--- src/rtl/serial_add_scheduler_pkg.sv ---
// Shared types and defaults for the two-requester bit-serial adder scheduler.
package serial_add_scheduler_pkg;

  typedef enum logic [1:0] {
    IDLE  = 2'd0,
    LOAD  = 2'd1,
    SHIFT = 2'd2,
    DONE  = 2'd3
  } state_e;

  localparam int DEFAULT_WIDTH = 4;

endpackage

--- src/rtl/serial_add_scheduler_serial_fa_bit.sv ---
// One-bit full adder with a registered carry that can be loaded, cleared or advanced.
module serial_fa_bit (
  input  logic clk,
  input  logic rst_n,
  input  logic load_i,
  input  logic en_i,
  input  logic clr_i,
  input  logic cin_i,
  input  logic a_i,
  input  logic b_i,
  output logic s_o,
  output logic c_o
);

  logic carry_q, carry_d;

  assign s_o = a_i ^ b_i ^ carry_q;
  assign c_o = (a_i & b_i) | (a_i & carry_q) | (b_i & carry_q);

  always_comb begin
    carry_d = carry_q;
    if (clr_i)       carry_d = 1'b0;
    else if (load_i) carry_d = cin_i;
    else if (en_i)   carry_d = c_o;
  end

  always_ff @(posedge clk or negedge rst_n) begin
    if (!rst_n) carry_q <= 1'b0;
    else        carry_q <= carry_d;
  end

endmodule

--- src/rtl/serial_add_scheduler.sv ---
// Round-robin scheduler sharing one bit-serial adder between two requesters.
module serial_add_scheduler
  import serial_add_scheduler_pkg::*;
#(
  parameter int WIDTH = DEFAULT_WIDTH
) (
  input  logic             clk,
  input  logic             rst_n,
  input  logic [1:0]       req,
  input  logic [WIDTH-1:0] a0,
  input  logic [WIDTH-1:0] b0,
  input  logic             cin0,
  input  logic [WIDTH-1:0] a1,
  input  logic [WIDTH-1:0] b1,
  input  logic             cin1,
  output logic [1:0]       gnt,
  output logic             busy,
  output logic             done,
  output logic             done_id,
  output logic [WIDTH-1:0] sum,
  output logic             cout
);

  localparam int CNT_W = $clog2(WIDTH) + 1;

  state_e           state_q, state_d;
  logic             win_q, win_d;
  logic             last_q, last_d;
  logic [CNT_W-1:0] cnt_q, cnt_d;
  logic [WIDTH-1:0] a_q, b_q, sum_q;
  logic             cout_q, id_q;
  logic             fa_load, fa_en, fa_clr, fa_s, fa_c;
  logic             last_shift;

  assign last_shift = (state_q == SHIFT) && (cnt_q == CNT_W'(WIDTH - 1));

  serial_fa_bit u_fa (
    .clk    (clk),
    .rst_n  (rst_n),
    .load_i (fa_load),
    .en_i   (fa_en),
    .clr_i  (fa_clr),
    .cin_i  (win_q ? cin1 : cin0),
    .a_i    (a_q[0]),
    .b_i    (b_q[0]),
    .s_o    (fa_s),
    .c_o    (fa_c)
  );

  always_comb begin
    state_d = state_q;
    win_d   = win_q;
    last_d  = last_q;
    cnt_d   = cnt_q;
    fa_load = 1'b0;
    fa_en   = 1'b0;
    fa_clr  = 1'b0;
    case (state_q)
      IDLE: begin
        if (|req) begin
          // With both requesting, the one not served last wins.
          win_d   = (req == 2'b11) ? ~last_q : req[1];
          last_d  = win_d;
          state_d = LOAD;
        end
      end
      LOAD: begin
        cnt_d   = '0;
        fa_load = 1'b1;
        state_d = SHIFT;
      end
      SHIFT: begin
        fa_en = 1'b1;
        cnt_d = cnt_q + 1'b1;
        if (last_shift) state_d = DONE;
      end
      DONE: begin
        fa_clr  = 1'b1;
        state_d = IDLE;
      end
      default: state_d = IDLE;
    endcase
  end

  always_ff @(posedge clk or negedge rst_n) begin
    if (!rst_n) begin
      state_q <= IDLE;
      win_q   <= 1'b0;
      last_q  <= 1'b1;
      cnt_q   <= '0;
      sum_q   <= '0;
      cout_q  <= 1'b0;
      id_q    <= 1'b0;
    end else begin
      state_q <= state_d;
      win_q   <= win_d;
      last_q  <= last_d;
      cnt_q   <= cnt_d;
      if (last_shift) begin
        sum_q  <= {fa_s, a_q[WIDTH-1:1]};
        cout_q <= fa_c;
        id_q   <= win_q;
      end
    end
  end

  // The a shift register doubles as the result accumulator: sum bits enter at the MSB.
  always_ff @(posedge clk) begin
    if (state_q == LOAD) begin
      a_q <= win_q ? a1 : a0;
      b_q <= win_q ? b1 : b0;
    end else if (state_q == SHIFT) begin
      a_q <= {fa_s, a_q[WIDTH-1:1]};
      b_q <= {1'b0, b_q[WIDTH-1:1]};
    end
  end

  assign gnt     = ((state_q == LOAD) || (state_q == SHIFT)) ? (win_q ? 2'b10 : 2'b01) : 2'b00;
  assign busy    = (state_q != IDLE);
  assign done    = (state_q == DONE);
  assign done_id = id_q;
  assign sum     = sum_q;
  assign cout    = cout_q;

endmodule

--- config.mk ---
export PLATFORM = sky130hd
export DESIGN_NAME = serial_add_scheduler
export DESIGN_NICKNAME = d
export VERILOG_FILES = /design/src/rtl/serial_add_scheduler_pkg.sv /design/src/rtl/serial_add_scheduler_serial_fa_bit.sv /design/src/rtl/serial_add_scheduler.sv
export SDC_FILE = /design/constraint.sdc
export NUM_CORES = 1
export LEC_CHECK = 0
export ABC_AREA = 1
export BUFFER_PORTS_ARGS = -buffer_cell sky130_fd_sc_hd__buf_4
export CAP_MARGIN = 15
export CORE_UTILIZATION = 48
export CTS_BUF_LIST = sky130_fd_sc_hd__clkbuf_4
export CTS_CLUSTER_SIZE = 24
export DETAILED_ROUTE_END_ITERATION = 8
export GPL_TIMING_DRIVEN = 0
export PLACE_DENSITY = 0.83
export SLEW_MARGIN = 25
export SYNTH_ARGS = -nofsm -noshare
export SYNTH_HDL_FRONTEND = slang
export SYNTH_SLANG_ARGS = --single-unit
export TNS_END_PERCENT = 20
--- constraint.sdc ---
create_clock -name clk -period 1.4 [get_ports clk]
set_input_delay 0.28 -clock clk [delete_from_list [all_inputs] [get_ports clk]]
set_output_delay 0.28 -clock clk [all_outputs]
set_load 0.05 [all_outputs]
==> reports/metrics.cfg, run 1 <==
[detailed_routing]
antenna_left=0
routedWlPerCell_um=13.3
vias_per_cell=5.09
drtPass1Iterations=4
vias=1023
drt_iter0_drc=25
wl_mm=2.67
drcViolationCount=0

[critical_path]
endpoint_kind=primary output
critical_path_peak_fanout=4
worstSetupStartpointType=flop
required_ns=1.12
crit_type=reg2out
reg2regPathDepth=7
critPathArrivalTime_ns=1.38

[timing]
setup_tns_ns=-0.944
tightest_slew_ns=0.245
finalSetupViolCount=5
final-hold-violation-count=0
skew_ns=0.00967
fmax_mhz=602
period_needed_ns=1.66
rsz0062_at_grt=yes
slew_headroom_pct=83.5
finalWorstSetupSlack_ns=-0.260
maxSlewViolCount=0
fin_crit_sh_pct=119

[status]
violations=negative setup slack
outcome=complete, but fails checks

[clock_tree]
clk_pin_slew_ns=0.12
cts_sinks=22
cts_root_buf=clkbuf_4
ctsLongestPathBuffers=2
tritoncts=built
cts-buffers-inserted=3
clk_latency_ns=0.31
htreeDepth=1

[pwr]
total_power_mw=4.06
p_leak_nw=0.782
p_per_area_mw_per_mm2=2550
ir_drop_mv=1.80

[floorplanning]
num_rows=17
ios=32
initial_utilization_pct=51.0
coreArea_mm2=0.00221
die_area_mm2=0.00255
die_h_um=50.5
die_w_um=50.5

[flow_run]
cap_violations=0

[cells_and_area]
layout_common_cells=nand2_1, buf_4, dfrtp_1
drive_gt1_share_pct=35.8
synthToLayoutAreaGrowth_pct=41.2
fin_nets=204
fill_cells=182
insertedDiodeCount=0
mostFrequentLayoutCell=nand2_1

[placed_design]
dp_hpwl_mm=1.81
place.gp.congestion=0.776
io_buffers=31

[global_route]
grt_pass1_wl_mm=4.34
grt_overflow=0
grt_max_degree=15
antenna_found_initial=0
gr-usage-all-layers_pct=23.4
grt_pass1_vias=1003

[min_path]
hold_class=in2reg
whs_path_depth=3

[logic_synthesis]
synth_nets=159
netlist_instances=129
yosysWarnings=0
synth.distinct_cells=16
synth.yosys.seq_area_share_pct=52.5
ys_seq_elements=22
synth_area_per_cell_um2=8.74
synth_top_area_share_pct=28.9
yosysTopAreaCell=dfrtp_1
syn-cell-area_mm2=0.00113
ys_top_cells_by_area=dfrtp_1, edfxtp_1, nand2_1

[through the flow]
stage | utilization, % | instances | cell area, um2 | hold slack [ns] | worst slack (ns)
floorplan | - | 129 | 1150 | -0.0156 | -0.0104
detailed placement | 64.3 | 188 | 1420 | 0.139 | -0.130
global placement | 64.3 | 188 | 1420 | 0.138 | -0.107
finish | 71.9 | 201 | 1590 | 0.253 | -0.260
CTS | 69.7 | 200 | 1540 | 0.237 | -0.245
global route | 71.9 | 201 | 1590 | 0.274 | -0.303
[layer usage]
metal / routed length, um / part of all wire, % / vias up / global-route usage (%)
met5: 0 / 0 / - / 0
met4: 59 / 2.2 / 0 / 11.1
met3: 109 / 4.1 / 7 / 3.03
met2: 1420 / 53 / 37 / 42.7
met1: 1080 / 40 / 472 / 26.7
li1: - / - / 507 / -
[what timing repair did]
action,4_1_cts,5_1_grt
hold buffers,1,0
endpoints found under the setup margin,11,19
pin swaps,3,2
buffers inserted,7,1
resized for setup,9,10
endpoints found under the hold margin,13,0
gates cloned,0,0
[path summary, 6_finish.rpt]
path / slack (ns) / to / start
worst min register to register: 0.49 / cout / cout
max in group asynchronous: 0.82 / last_q / rst_n
worst max-delay path: -0.26 / gnt[0] / state_q[1]
worst max register to register: -0.02 / state_q[0] / state_q[1]
worst min-delay path: 0.25 / last_q / req[1]
min in group asynchronous: 0.33 / done_id / rst_n
[cells by family (layout without fill, tap and decap cells)]
kind of cell | Yosys count | in the layout | synth area share [%]
adder cells (fa/ha/maj) | 8 | 8 | 9.54
AND/OR/NAND/NOR | 66 | 66 | 23.3
AO/OA/AOI/OAI | 19 | 19 | 8.55
flip-flops | 22 | 22 | 52.5
buffers and inverters | 14 | 58 | 6.10
[flip-flops by register name, summed over array words and instances, names as in the netlist]
signal        cells
b_q               4
u_fa.carry_q      1
last_q            1
done_id           1
a_q               4
win_q             1
cout              1
sum               4
cnt_q             3
state_q           2
[report_power, final]
group	switching [mW]	internal (mW)	leakage (nW)
logic	1.52	1.00	0.502
registers	0.150	1.06	0.262
clock network	0.197	0.131	0.0184
[synthesized netlist by cell type, drive strengths merged]
cell    number
buf          3
dfrtp       13
dfstp        1
edfxtp       8
fa           1
ha           7
inv         11
nand2       42
nand3       10
nor2        13
o21ai       18
o22ai        1
or2          1
[critical path, cell delays in order (launching register included)]
cell and delay (ns):
dfrtp_1 0.40, inv_2 0.07, ha_4 0.32, inv_4 0.05
nor2_4 0.07, buf_6 0.15
[cell type report]
class                   instances  area [um2]  share of cell area, %
multi-input cells              93         529                   33.3
clock buffers                   4        30.0                   1.89
flip-flops and latches         22         592                   37.2
inverters                      11        50.0                   3.14
repair buffers                 40         322                   20.2
well taps                      28        35.0                   2.20
plain buffers                   3        33.8                   2.12
Note: power is estimated with default switching activity, not from simulation.
==> inputs of run 2 (changes only) <==
CELL_PAD_IN_SITES_DETAIL_PLACEMENT = 0   (was default)
CELL_PAD_IN_SITES_GLOBAL_PLACEMENT = 1   (was default)
CORE_UTILIZATION = 35   (was 48)
==> reports/metrics.cfg, run 2 (same netlist as run 1, synthesis figures left out) <==
[cells_and_area]
insertedDiodeCount=0
mostFrequentLayoutCell=buf_4
fin_cells=220
synthToLayoutAreaGrowth_pct=44.8
drive_gt1_share_pct=36.9
fin_util_pct=53.5
layout_common_cells=buf_4, nand2_1, dfrtp_1
fin_nets=207
fill_cells=296

[clock_tree]
clk_latency_ns=0.31
tritoncts=built
cts_root_buf=clkbuf_4
ctsLongestPathBuffers=2
cts_sinks=22
cts-buffers-inserted=3
htreeDepth=1
clk_pin_slew_ns=0.12

[detailed_routing]
vias_per_cell=4.53
drt_iter0_drc=37
drtPass1Iterations=4
vias=997
wl_mm=2.55
routedWlPerCell_um=11.6
drcViolationCount=0
antenna_left=0

[global_route]
antenna_found_initial=0
grt_pass1_vias=988
grt_pass1_wl_mm=4.40
grt_max_degree=15
grt_overflow=0
gr-usage-all-layers_pct=17.0

[min_path]
holdCritStartpoint=req[1]
whs_path_depth=3
hold_class=in2reg
min_to=last_q

[floorplanning]
die_h_um=58.8
die_w_um=58.8
initial_utilization_pct=36.9
ios=32
die_area_mm2=0.00345
num_rows=20
coreArea_mm2=0.00305

[critical_path]
r2r_start=state_q[0]
crit_buf_inv=3
r2r-end=state_q[0]
critPathSlowestCell=dfrtp_1
reg2regPathDepth=8
endpoint_kind=primary output
critical_path_peak_fanout=4
required_ns=1.12
critPathTopFamily=flip-flops
worstSetupStartpointType=flop
r2r_slack_ns=-0.05
crit_type=reg2out
path_cells=inv_2, ha_4, inv_4, nor2_4, buf_6
critPathArrivalTime_ns=1.36
slowest_delay_ns=0.39

[timing]
finalSetupViolCount=6
slew_headroom_pct=83.1
hold_ws_ns=0.236
fmax_mhz=608
period_needed_ns=1.64
maxSlewViolCount=0
rsz0062_at_grt=yes
fin_crit_sh_pct=117
final-hold-violation-count=0
tightest_slew_ns=0.251
finalWorstSetupSlack_ns=-0.244
skew_ns=0.00462

[placed_design]
place.gp.congestion=0.733
dp_hpwl_mm=1.73
place_inst=204
io_buffers=31

[pwr]
p_leak_nw=0.805
ir_drop_mv=1.48
total_power_mw=4.07
p_per_area_mw_per_mm2=2490

[status]
outcome=complete, but fails checks
violations=negative setup slack

[flow_run]
cap_violations=0

==> run 2: layer usage <==
| layer | GRT usage (%) | wire length, um |
|---|---|---|
| met5 | 0 | 0 |
| met4 | 2.04 | 8 |
| met3 | 4.84 | 98 |
| met2 | 29.2 | 1300 |
| met1 | 21.9 | 1150 |
==> run 2: what timing repair did <==
item | 4_1_cts | 5_1_grt
pin swaps | 3 | 3
hold buffers | 1 | 0
cloned | 0 | 0
setup buffers | 7 | 4
gates resized for setup | 9 | 16
endpoints found under the hold margin | 13 | 0
endpoints found under the setup margin | 11 | 19
==> run 2: worst max-delay path by stage <==
stage	start	end	slack [ns]	depth (start not counted)
floorplan	state_q[0]	gnt[0]	-0.01	4
global placement	state_q[0]	gnt[1]	-0.12	5
detailed placement	state_q[0]	gnt[1]	-0.13	5
global route	state_q[0]	gnt[0]	-0.32	5
finish	state_q[1]	gnt[0]	-0.24	5
CTS	state_q[1]	gnt[0]	-0.24	5
==> run 2: tightest hold or removal path, delay by kind of cell <==
family,cells,cell delay [ns]
buffers and inverters,1,0.12
AND/OR/NAND/NOR,2,0.16
==> run 2: final cells by class <==
class / count / area, um2 / area share, %
buffer: 3 / 37.5 / 2.30
clock buffer: 3 / 22.5 / 1.38
clock inverter: 1 / 3.75 / 0.230
inverter: 11 / 50.0 / 3.07
multi-input combinational: 93 / 532 / 32.6
sequential: 22 / 592 / 36.2
tap: 44 / 55.1 / 3.37
timing repair buffer: 43 / 340 / 20.8
==> run 2: metrics by stage <==
stage	setup slack [ns]	TNS (ns)	instance area, um2
floorplan	-0.0104	-0.0104	1150
finish	-0.244	-0.906	1630
CTS	-0.241	-0.721	1560
detailed placement	-0.135	-0.479	1440
global placement	-0.118	-0.432	1440
global route	-0.322	-1.68	1630
==> run 2: power by group <==
group          switching [mW]  leakage, nW  internal (mW)
clock network           0.192       0.0154          0.104
registers               0.145        0.262           1.06
logic                    1.50        0.528           1.07
total                    1.84        0.805           2.23
==> inputs of run 3 (changes only) <==
ABC_CLOCK_PERIOD_IN_PS = 1900   (was default)
CORE_UTILIZATION = 40   (was 35)
PLACE_DENSITY = 0.89   (was 0.83)
clock period = 1.9 ns   (was 1.4 ns; I/O delays follow)
==> reports/metrics.cfg, run 3 (same netlist as run 1, synthesis figures left out) <==
[floorplanning]
ios=32
num_rows=18
die_h_um=55.1
die_w_um=55.1
coreArea_mm2=0.00257
die_area_mm2=0.00303
initial_utilization_pct=43.9

[pwr]
p_per_area_mw_per_mm2=1850
p_comb_share_pct=55.1
clock_power_share_pct=12.9
p_leak_nw=0.772
ir_drop_mv=1.06
intPower_mw=1.56
seqPwrFrac_pct=31.9
p_sw_mw=1.23
netSwitchingFraction_pct=44.0

[critical_path]
required_ns=1.52
crit_buf_inv=3
crit_type=reg2out
critPathArrivalTime_ns=1.43
path_cells=inv_1, ha_4, inv_1, nor2_2, buf_6
critPathSlowestCell=dfrtp_1
worstSetupStartpointType=flop
endpoint_kind=primary output
slowest_delay_ns=0.38
crit_top_cell=inv_1
r2r_slack_ns=0.47
critPathTopFamily=flip-flops
critical_path_peak_fanout=4

[cells_and_area]
synthToLayoutAreaGrowth_pct=33.9
layout_common_cells=nand2_1, buf_4, dfrtp_1
drive_gt1_share_pct=27.8
insertedDiodeCount=0
fill_cells=239
fin_area_mm2=0.00151
mostFrequentLayoutCell=nand2_1
fin_nets=200

[detailed_routing]
wl_mm=2.41
drtPass1Iterations=4
antenna_left=0
routedWlPerCell_um=12.1
vias=973
drcViolationCount=0
vias_per_cell=4.89
drt_iter0_drc=18

[timing]
rsz0062_at_grt=no
hold_ws_ns=0.330
fin_crit_sh_pct=95.0
period_needed_ns=1.81
tightest_slew_ns=0.243
finalWorstSetupSlack_ns=0.0943
skew_ns=0.00884
slew_headroom_pct=83.8
maxSlewViolCount=0
finalSetupViolCount=0
final-hold-violation-count=0
fmax_mhz=554

[clock_tree]
htreeDepth=1
clk_latency_ns=0.31
clk_pin_slew_ns=0.12
cts_sinks=22
cts-buffers-inserted=3
ctsLongestPathBuffers=2
tritoncts=built
cts_root_buf=clkbuf_4

[global_route]
gr-usage-all-layers_pct=18.6
grt_max_degree=15
grt_pass1_vias=952
antenna_found_initial=0
grt_overflow=0
grt_pass1_wl_mm=3.96

[placed_design]
pre_cts_slack_ns=-0.0864
place.gp.congestion=0.789
placed_area_mm2=0.00140
io_buffers=31
dp_hpwl_mm=1.75

[status]
outcome=completed

[min_path]
hold_class=in2reg

[flow_run]
cap_violations=0

==> run 3: cell types whose count changed in the layout (fill, tap and decap cells not counted), moves of 2 or more <==
cell / before / now
buf_4: 39 / 34
ha_1: 2 / 6
inv_1: 5 / 9
nand2_1: 38 / 42
o21ai_0: 7 / 11
o21ai_1: 11 / 7
ha_2: 3 / 0
nand2_4: 3 / 0
buf_8: 2 / 0
inv_4: 2 / 0
==> run 3: what timing repair did <==
action	4_1_cts	5_1_grt
gates resized for setup	2	2
endpoints found under the hold margin	13	0
setup buffers	3	1
pin swaps	1	0
hold buffers	1	0
setup endpoints to repair	2	1
==> run 3: routing by layer <==
layer,part of all wire (%),up-vias,track usage (%)
met3,3.2,2,2.46
met1,45,451,22.3
met5,0,-,0
met4,0.54,0,7.50
li1,-,499,-
met2,51,21,33.3
==> run 3: path summary, 6_finish.rpt <==
| path | to | from | depth (start not counted) |
|---|---|---|---|
| worst max register to register | a_q[3] | state_q[1] | 6 |
| worst min-delay path | last_q | req[1] | 3 |
| worst max-delay path | gnt[0] | state_q[0] | 5 |
| worst min register to register | last_q | last_q | 2 |
| min in group asynchronous | sum[2] | rst_n | 2 |
| max in group asynchronous | last_q | rst_n | 2 |
==> run 3: stage by stage <==
step	power (mW)	utilization [%]	TNS, ns	instances
finish	2.79	58.8	0	199
global route	3.02	58.8	0	199
CTS	2.77	58.3	0	198
detailed placement	2.29	54.5	-0.0864	190
global placement	2.26	54.5	-0.0346	190
floorplan	1.90	-	0	129
==> run 3: worst reg2reg max path, delay by kind of cell (launching register included) <==
family	cells	cell delay [ns]
DFF	1	0.42
buffers and inverters	3	0.45
AOI/OAI and AO/OA	1	0.07
adders and majority gates	1	0.17
and+or+nand+nor	1	0.09
==> run 3: power groups by stage <==
| stage | Clock [mW] | Sequential (mW) | Combinational, mW |
|---|---|---|---|
| 3_5_place_dp | 0 | 0.912 | 1.37 |
| 6_report | 0.362 | 0.892 | 1.54 |
| 2_1_floorplan | 0 | 0.980 | 0.924 |
| 3_3_place_gp | 0 | 0.906 | 1.35 |
| 4_1_cts | 0.366 | 0.894 | 1.51 |
| 5_1_grt | 0.384 | 0.915 | 1.72 |
==> run 3: final cells by class <==
| class | count | area (um2) | area share, % |
|---|---|---|---|
| plain buffers | 3 | 27.5 | 1.82 |
| clock buffers | 3 | 22.5 | 1.49 |
| clock inverters | 1 | 30.0 | 1.99 |
| inverters | 11 | 41.3 | 2.74 |
| multi-input cells | 93 | 482 | 31.9 |
| flip-flops and latches | 22 | 592 | 39.2 |
| well taps | 30 | 37.5 | 2.49 |
| repair buffers | 36 | 277 | 18.3 |
